==> config.mk <==
export PLATFORM = sky130hd
export DESIGN_NAME = inc16_reg
export DESIGN_NICKNAME = d
export VERILOG_FILES = /design/src/rtl/inc16_pkg.sv /design/src/rtl/inc16_ha_cell.sv /design/src/rtl/inc16_reg.sv
export SDC_FILE = /design/constraint.sdc
export NUM_CORES = 1
export LEC_CHECK = 0
export CORE_ASPECT_RATIO = 1.2
export CORE_UTILIZATION = 44
export DETAILED_ROUTE_END_ITERATION = 10
export GPL_TIMING_DRIVEN = 1
export PLACE_DENSITY = 0.87
export SETUP_SLACK_MARGIN = 0.5
export SLEW_MARGIN = 10
export SYNTH_ARGS = -nofsm -noshare
export SYNTH_HDL_FRONTEND = slang
export SYNTH_SLANG_ARGS = --single-unit
==> constraint.sdc <==
create_clock -name clk -period 1.48 [get_ports clk]
set_clock_uncertainty 0.1 [all_clocks]
set_input_delay 0.444 -clock clk [delete_from_list [all_inputs] [get_ports clk]]
set_output_delay 0.444 -clock clk [all_outputs]
set_load 0.03 [all_outputs]
==> src/rtl/inc16_pkg.sv <==
// inc16_pkg: shared width, all-ones constant and word type for the incrementer
package inc16_pkg;
  localparam int INC16_W = 16;
  localparam logic [INC16_W-1:0] INC16_ONES = '1;
  typedef logic [INC16_W-1:0] word_t;
endpackage

==> src/rtl/inc16_ha_cell.sv <==
// inc16_ha_cell: single-bit half adder, one link of the increment ripple chain
module inc16_ha_cell (
  input  logic a,
  input  logic cin,
  output logic sum,
  output logic cout
);
  assign sum = a ^ cin;
  assign cout = a & cin;
endmodule

==> src/rtl/inc16_reg.sv <==
// inc16_reg: registered a+1 over a half-adder ripple chain; INC16_OVF_STICKY_EN adds ovf_sticky/ovf_clr
module inc16_reg
  import inc16_pkg::*;
#(
  parameter int WIDTH = INC16_W
) (
  input  logic             clk,
  input  logic             reset,
  input  logic             in_valid,
  input  logic [WIDTH-1:0] a,
  output logic [WIDTH-1:0] out,
  output logic             out_valid,
`ifdef INC16_OVF_STICKY_EN
  input  logic             ovf_clr,
  output logic             ovf_sticky,
`endif
  output logic             carry
);
  logic [WIDTH:0] c;
  logic [WIDTH-1:0] sum;
  assign c[0] = 1'b1;
  for (genvar i = 0; i < WIDTH; i++) begin : g_cell
    inc16_ha_cell u_cell (.a(a[i]), .cin(c[i]), .sum(sum[i]), .cout(c[i+1]));
  end
  // capture result on valid, hold it otherwise; valid is a one-cycle pulse per input
  always_ff @(posedge clk or posedge reset) begin
    if (reset) begin
      out <= '0;
      out_valid <= 1'b0;
      carry <= 1'b0;
`ifdef INC16_OVF_STICKY_EN
      ovf_sticky <= 1'b0;
`endif
    end else begin
      out_valid <= in_valid;
      if (in_valid) begin
        out <= sum;
        carry <= c[WIDTH];
      end
`ifdef INC16_OVF_STICKY_EN
      ovf_sticky <= (in_valid & c[WIDTH]) | (ovf_sticky & ~ovf_clr);
`endif
    end
  end
endmodule

==> results of run 1 <==
-- worst max-delay path, delay by kind of cell --
kind | cells | cell delay, ns
buffers and inverters | 1 | 0.10
multiplexers | 1 | 0.25
adder cells (fa/ha/maj) | 15 | 2.37
-- report_power, final --
| part | internal (W) | total, W | switching [W] |
|---|---|---|---|
| logic | 0.000286 | 0.000503 | 0.000217 |
| clock network | 0.000151 | 0.000327 | 0.000176 |
| registers | 0.000551 | 0.000590 | 0.0000391 |
| total | 0.000987 | 0.00142 | 0.000433 |
-- layout make-up --
cell class                 instances  area, um^2
fill                              66         186
inverter                           1        3.75
multi-input combinational         33         624
sequential                        18         472
tap                               19        23.8
timing repair buffer              51         526
clock buffer                       4        36.3
-- kinds of logic (layout without fill, tap and decap cells) --
| family | after synthesis | after routing | share of synthesized area, % |
|---|---|---|---|
| adder cells (fa/ha/maj) | 15 | 15 | 21.0 |
| buffers and inverters | 3 | 56 | 3.93 |
| multiplexers | 16 | 16 | 23.6 |
| AO/OA/AOI/OAI | 1 | 1 | 0.560 |
| AND/OR/NAND/NOR | 1 | 1 | 0.420 |
| flip-flops | 18 | 18 | 50.5 |
-- sequential cells by signal (all words and copies together) (netlist names) --
signal     cells
out           16
carry          1
out_valid      1
-- through the flow --
| stage | util [%] | instances |
|---|---|---|
| floorplan | - | 54 |
| global placement | 78.7 | 110 |
| detailed placement | 78.7 | 110 |
| CTS | 88.5 | 122 |
| global route | 90.0 | 126 |
| finish | 90.0 | 126 |
-- layer usage --
metal | wire length [um] | vias to the layer above | GRT usage [%]
met5 | 0 | - | 0
met2 | 1380 | 28 | 48.8
met4 | 46 | 0 | 9.09
li1 | - | 297 | -
met1 | 936 | 307 | 26.4
met3 | 95 | 4 | 5.65
-- path summary, 6_finish.rpt --
kind | startpoint | endpoint
max | a[0] | out[15]
min | a[0] | out[0]
max reg2reg | out[14] | out[14]
min reg2reg | carry | carry
max in group asynchronous | reset | out[14]
min in group asynchronous | reset | out[3]
-- timing repair --
item,4_1_cts,5_1_grt
buffers inserted,7,4
cloned,1,0
setup endpoints to repair,36,33
pin swaps,14,0
gates resized for setup,38,2
hold buffers,0,0
-- cells in the final DEF (no fill, tap or decap), drive strengths merged --
| cell type | netlist | final |
|---|---|---|
| nor2 | 1 | 1 |
| a21oi | 1 | 1 |
| mux2 | 16 | 16 |
| clkdlybuf4s50 | 0 | 13 |
| inv | 1 | 1 |
| dfrtp | 18 | 18 |
| buf | 2 | 36 |
| dlygate4sd2 | 0 | 1 |
| clkbuf | 0 | 5 |
| ha | 15 | 15 |
==> impl_metrics.yaml, run 1 <==
routing:
  wl_per_cell_um: 19.5
  first_iter_violations: 0
  vias: 636
  routed_wl_um: 2460
  first_pass_iters: 1
  drc: 0
  routed_via_density: 5.05
  drtAntennaViolNets: 0
run:
  maxCapViolations: 0
yosys:
  syn_area_per_cell_um2: 16.5
  synth_area_um2: 892
  yosysMostFrequentCell: "dfrtp_1"
  syn_nets: 88
  synth_top_cell_by_area: "dfrtp_1"
  ys_seq_elements: 18
  ys_seq_area_share_pct: 50.5
  yosys_warnings: 0
  synth_top_area_share_pct: 50.5
  synth_area_leaders: "dfrtp_1, ha_1, mux2_4"
  synth_enable_flop_cells: 0
  synth.top_cells.by_count: "dfrtp_1, ha_1, mux2_2, mux2_4"
  synth_cells: 54
  synthFlopType: "dfrtp_1"
  synthArstFlopShare_pct: 100
  ys_types: 9
pwr:
  leakage_nw: 0.747
  power_density_nw_per_um2: 843
  max-vdd-ir-drop_v: 0.000801
  finalPower_w: 0.00142
sta:
  slew_viol_final: 0
  whs_ns: 0.190
  rsz0062_at_grt: "yes"
  layout_setup_ws_ns: -1.59
  period_share_pct: 207
  relSlewSlack_pct: 88.2
  min_period_ns: 3.07
  max_freq_mhz: 326
  worst_pin_slew_ns: 0.177
  setup_viol: 12
  finalHoldViolations: 0
  setup_tns_ns: -10.48
grt:
  antenna_found_initial: 0
  overflow: 0
  grt_max_degree: 11
  grt_pass1_vias: 762
  grt_usage_pct: 25.5
  grt_pass1_wl_um: 3820
placed_design:
  dp_hpwl_um: 1350
  dp_slack_ns: -2.34
  dpl_cell_area_um2: 1470
  portBuffers: 36
  gp_congestion: 0.637
status:
  violations: "setup timing"
  status: "finished with violations"
layout:
  nNetsFinal: 142
  num_antenna_cells: 0
  design_area_um2: 1690
  layout-drive-gt1-share_pct: 83.2
  area_growth_pct: 88.9
hold_path:
  hold_depth: 2
  hp-class: "in2reg"
floorplan:
  row_count: 17
  die-width_um: 43.1
  start_util_pct: 47.7
  die_h_um: 51.3
  fp.coreArea_um2: 1870
  top_level_ports: 37
  fp.dieArea_um2: 2210
critical_path:
  r2r_slack_ns: 0.35
  crit_chain: "buf_6 > ha_4 > ha_4 > ha_4 > ha_4 > ha_4 > ha_4 > ha_4 > ha_4 > ha_4 > ha_4 > ha_4 > ha_4 > ha_4 > ha_4 > ha_4 > mux2_4"
  cpMostUsedCell: "ha_4"
  critical_path.max_fanout: 2
  reg2reg_depth: 3
  critPathSlowestCell: "mux2_4"
  worstPathRequired_ns: 1.59
  path_class: "in2reg"
  cp.arrival_ns: 3.18
  end_kind: "flop"
  slowest_delay_ns: 0.25
  start_kind: "input port"
clock_network:
  htree_levels: 1
  cts_made_buffers: 3
  clock_latency_ns: 0.31
  cts_tree: "yes"
  cts_sinks: 18
  clk_pin_slew_ns: 0.11
  ctsRootBufferMaster: "clkbuf_4"
  clock_path_buffers: 2
(Power assumes the default switching activity.)
==> run 2: changes to the inputs <==
Clock period 1.48 ns to 3.85 ns, I/O delays scaled along.
==> run 2 against run 1 <==
The flow now finishes without violations. Critical endpoint unchanged. Register-to-register slack improved by 2.6 ns. Clock power fell by 65%. Wire length is 34% lower. Largest power group unchanged. Hold slack improved by 0.23 ns. Sequential power decreased by 63%. Core utilization fell by 11 points. First-iteration DRC count rose by 6. Non-clock buffer count shrank 14. Sequential share of layout area up 2.4 points. Combinational power shrank 71%.
==> impl_metrics.yaml, run 2 (same netlist as run 1, synthesis figures left out) <==
clock_network:
  clock_path_buffers: 2
  cts_sinks: 18
  clock_latency_ns: 0.28
  ctsHoldBuffers: 0
  cts_setup_buffers: 0
  clk_pin_slew_ns: 0.10
  cts_tree: "yes"
  htree_levels: 1
  cts_made_buffers: 3
  ctsRootBufferMaster: "clkbuf_4"
floorplan:
  die_h_um: 51.3
  die-width_um: 43.1
  start_util_pct: 47.7
  fp.dieArea_um2: 2210
  top_level_ports: 37
  fp.coreArea_um2: 1870
  row_count: 17
critical_path:
  critPathLaunch: "a[0]"
  r2r-end: "out[14]"
  path_class: "in2reg"
  r2r_start: "out[14]"
  critPathSlowestCell: "mux2_4"
  path_buf_inv: 1
  end_kind: "flop"
  reg2reg_depth: 1
  r2r_slack_ns: 2.98
  crit_chain: "buf_8 > ha_4 > ha_4 > ha_4 > ha_4 > ha_4 > ha_4 > ha_4 > ha_4 > ha_4 > ha_4 > ha_4 > ha_4 > ha_4 > ha_4 > ha_4 > mux2_4"
  cp_top_family: "adder cells"
  critical_path.max_fanout: 2
  cp-endpoint: "out[15]"
  crit_cells: 17
  cpMostUsedCell: "ha_4"
  slowest_delay_ns: 0.24
  start_kind: "input port"
  cp.arrival_ns: 3.86
  worstPathRequired_ns: 3.93
grt:
  antenna_found_initial: 0
  grt_usage_pct: 16.8
  grt_max_degree: 19
  overflow: 0
  grt_pass1_wl_um: 2800
  grt_pass1_vias: 625
routing:
  first_pass_iters: 2
  routed_wl_um: 1630
  drtAntennaViolNets: 0
  wl_per_cell_um: 14.5
  first_iter_violations: 6
  routed_via_density: 4.96
  drc: 0
  vias: 556
placed_design:
  gp_congestion: 0.652
  place_inst: 108
  portBuffers: 36
  dp_hpwl_um: 1290
sta:
  whs_ns: 0.418
  slew_viol_final: 0
  relSlewSlack_pct: 54.0
  rsz0062_at_grt: "yes"
  max_freq_mhz: 264
  period_share_pct: 98.3
  finalHoldViolations: 0
  worst_pin_slew_ns: 0.689
  setup_viol: 0
  min_period_ns: 3.78
status:
  status: "completed"
pwr:
  leakage_nw: 0.611
  finalPower_w: 0.000479
  power_density_nw_per_um2: 323
  max-vdd-ir-drop_v: 0.000235
run:
  maxCapViolations: 0
layout:
  num_antenna_cells: 0
  area_growth_pct: 66.1
  multi_input_area_um2: 594
  mostFrequentLayoutCell: "clkdlybuf4s50_1"
  seq_area_um2: 450
  nNetsFinal: 128
  fillers: 119
  final_cell_mix: "clkdlybuf4s50_1, dfrtp_1, ha_4"
  regMostFlops: "out"
  finalNonFillerCells: 112
  reg_top3: "out: 16 flops, carry: 1 flops, out_valid: 1 flops"
  layout-drive-gt1-share_pct: 40.9
  largest_reg_flops: 16
hold_path:
  hp-class: "reg2reg"
==> run 2: cell count changes in the layout (fill, tap and decap cells not counted), moves of 12 or more <==
| cell | delta |
|---|---|
| buf_4 | -12 |
| dfrtp_2 | -17 |
| buf_6 | -20 |
| dfrtp_1 | +17 |
| clkdlybuf4s50_1 | +19 |
==> run 2: how the worst min path moves through the flow <==
stage / from / end / cells past startpoint
after global routing: out[6] / out[6] / 1
final: out[12] / out[12] / 1
after CTS: out[3] / out[3] / 1
after global placement: out[8] / out[8] / 1
after floorplan: out[0] / out[0] / 2
after detailed placement: out[3] / out[3] / 1
==> run 2: report_power, final <==
part           switching, W  internal [W]  total, W
Sequential       0.00000992      0.000208  0.000218
Combinational     0.0000711     0.0000766  0.000148
Clock             0.0000560     0.0000574  0.000113
Total              0.000137      0.000342  0.000479
==> run 2: layout make-up <==
cell class	count	area share, %
Clock buffer	4	2.45
Inverter	1	0.253
Multi-Input combinational cell	33	40.1
Sequential cell	18	30.4
Tap cell	19	1.60
Timing Repair Buffer	37	25.2
==> run 2: what timing repair did <==
item,CTS,global route
endpoints found under the setup margin,7,5
gates resized for setup,13,1
hold endpoints to repair,0,0
pin swaps,14,0
==> run 2: routing by layer <==
metal | vias to the layer above | track usage (%) | share of wire, %
met5 | - | 0 | 0
met4 | 0 | 1.52 | 0
met3 | 0 | 3.18 | 7.8
met2 | 26 | 28.9 | 47
met1 | 259 | 22.7 | 45
li1 | 271 | - | -
==> run 2: stage by stage <==
stage               setup WS [ns]  utilization (%)  setup TNS (ns)  instance area [um^2]
floorplan                  -0.116                -          -0.172                  1080
global placement           -0.668             76.9           -2.49                  1440
detailed placement         -0.712             76.9           -2.75                  1440
CTS                        0.0620             78.9               0                  1480
global route               0.0257             79.1               0                  1480
finish                     0.0660             79.1               0                  1480
==> run 3: changes to the inputs <==
Settings changed: MAX_ROUTING_LAYER from default to met4.
==> run 3 against run 2 <==
Via count did not move. Clock power hardly changed. Register-to-register slack hardly changed. Global-route usage is 0.44 points higher. Sequential power is essentially flat. Total power barely moved. Count of clock-buffer cells in the layout stayed put. Largest power group unchanged. Sequential share of layout area unchanged. Combinational power is essentially flat. Critical path depth stayed put. Wire length is the same.
==> impl_metrics.yaml, run 3 (same netlist as run 1, synthesis figures left out) <==
grt:
  overflow: 0
  grt_usage_pct: 17.2
  grt_pass1_wl_um: 2800
  antenna_found_initial: 0
  grt_max_degree: 19
  grt_pass1_vias: 625
sta:
  setup_viol: 0
  min_period_ns: 3.78
  relSlewSlack_pct: 54.0
  max_freq_mhz: 264
  slew_viol_final: 0
  finalHoldViolations: 0
  period_share_pct: 98.3
  layout_setup_ws_ns: 0.0660
  worst_pin_slew_ns: 0.689
  rsz0062_at_grt: "yes"
clock_network:
  clock_latency_ns: 0.28
  clk_pin_slew_ns: 0.10
  cts_made_buffers: 3
  cts_tree: "yes"
  clock_path_buffers: 2
  ctsRootBufferMaster: "clkbuf_4"
  htree_levels: 1
  ctsHoldBuffers: 0
  cts_sinks: 18
  cts_setup_buffers: 0
routing:
  routed_via_density: 4.96
  vias: 556
  drtAntennaViolNets: 0
  routed_wl_um: 1630
  first_pass_iters: 2
  drc: 0
  wl_per_cell_um: 14.5
  first_iter_violations: 6
pwr:
  power_density_nw_per_um2: 324
  finalPower_w: 0.000479
  leakage_nw: 0.611
  max-vdd-ir-drop_v: 0.000235
placed_design:
  dp_slack_ns: -0.712
  portBuffers: 36
  dp_hpwl_um: 1290
  gp_congestion: 0.658
layout:
  fillers: 119
  num_antenna_cells: 0
  nNetsFinal: 128
  seq_area_um2: 450
  regMostFlops: "out"
  area_growth_pct: 66.1
  layout-drive-gt1-share_pct: 40.9
  largest_reg_flops: 16
  reg_top3: "out: 16 flops, carry: 1 flops, out_valid: 1 flops"
  mostFrequentLayoutCell: "clkdlybuf4s50_1"
  final_cell_mix: "clkdlybuf4s50_1, dfrtp_1, ha_4"
  multi_input_area_um2: 594
critical_path:
  end_kind: "flop"
  cpMostUsedCell: "ha_4"
  critical_path.max_fanout: 2
  cp.arrival_ns: 3.86
  worstPathRequired_ns: 3.93
  critPathSlowestCell: "mux2_4"
  path_class: "in2reg"
  slowest_delay_ns: 0.24
  cp_top_family: "adder cells"
  start_kind: "input port"
  path_buf_inv: 1
  crit_chain: "buf_8 > ha_4 > ha_4 > ha_4 > ha_4 > ha_4 > ha_4 > ha_4 > ha_4 > ha_4 > ha_4 > ha_4 > ha_4 > ha_4 > ha_4 > ha_4 > mux2_4"
floorplan:
  top_level_ports: 37
  row_count: 17
  start_util_pct: 47.7
  fp.dieArea_um2: 2210
  die_h_um: 51.3
  fp.coreArea_um2: 1870
  die-width_um: 43.1
status:
  status: "completed"
hold_path:
  hp-class: "reg2reg"
run:
  maxCapViolations: 0
-- run 3: timing repair --
action	in CTS	in global routing
pin swaps	14	0
endpoints found under the hold margin	0	0
resized for setup	13	1
endpoints found under the setup margin	7	5
-- run 3: path summary, 6_finish.rpt --
path / startpoint / end / slack (ns) / depth (start not counted)
hold reg to reg: out[12] / out[12] / 0.42 / 1
max in group asynchronous: reset / out[10] / 2.05 / 2
setup / recovery: a[0] / out[15] / 0.07 / 17
min in group asynchronous: reset / out[4] / 1.17 / 2
setup reg to reg: out[14] / out[14] / 2.98 / 1
hold / removal: out[12] / out[12] / 0.42 / 1
-- run 3: layout make-up --
| cell class | instances | share of cell area [%] |
|---|---|---|
| Timing Repair Buffer | 37 | 25.2 |
| Sequential cell | 18 | 30.4 |
| Multi-Input combinational cell | 33 | 40.1 |
| Inverter | 1 | 0.253 |
| Tap cell | 19 | 1.60 |
| Clock buffer | 4 | 2.45 |
-- run 3: metrics by stage --
step	setup TNS (ns)	util, %	hold WS (ns)	area (um^2)	std cells
global route	0	79.1	0.442	1480	112
finish	0	79.1	0.418	1480	112
global placement	-2.49	76.9	0.390	1440	108
floorplan	-0.172	-	0.573	1080	54
CTS	0	78.9	0.423	1480	112
detailed placement	-2.75	76.9	0.398	1440	108
-- run 3: where the power goes --
part	switching [W]	total [W]	leakage [nW]	internal, W
clock	0.0000560	0.000113	0.0210	0.0000574
combinational	0.0000711	0.000148	0.378	0.0000766
sequential	0.00000993	0.000218	0.212	0.000208
-- run 3: per-layer routing --
layer	vias to the layer above	track usage, %	part of all wire (%)
li1	271	-	-
met1	259	23.1	46
met2	26	28.9	47
met3	0	2.47	6.8
met4	0	1.52	0
met5	-	-	0
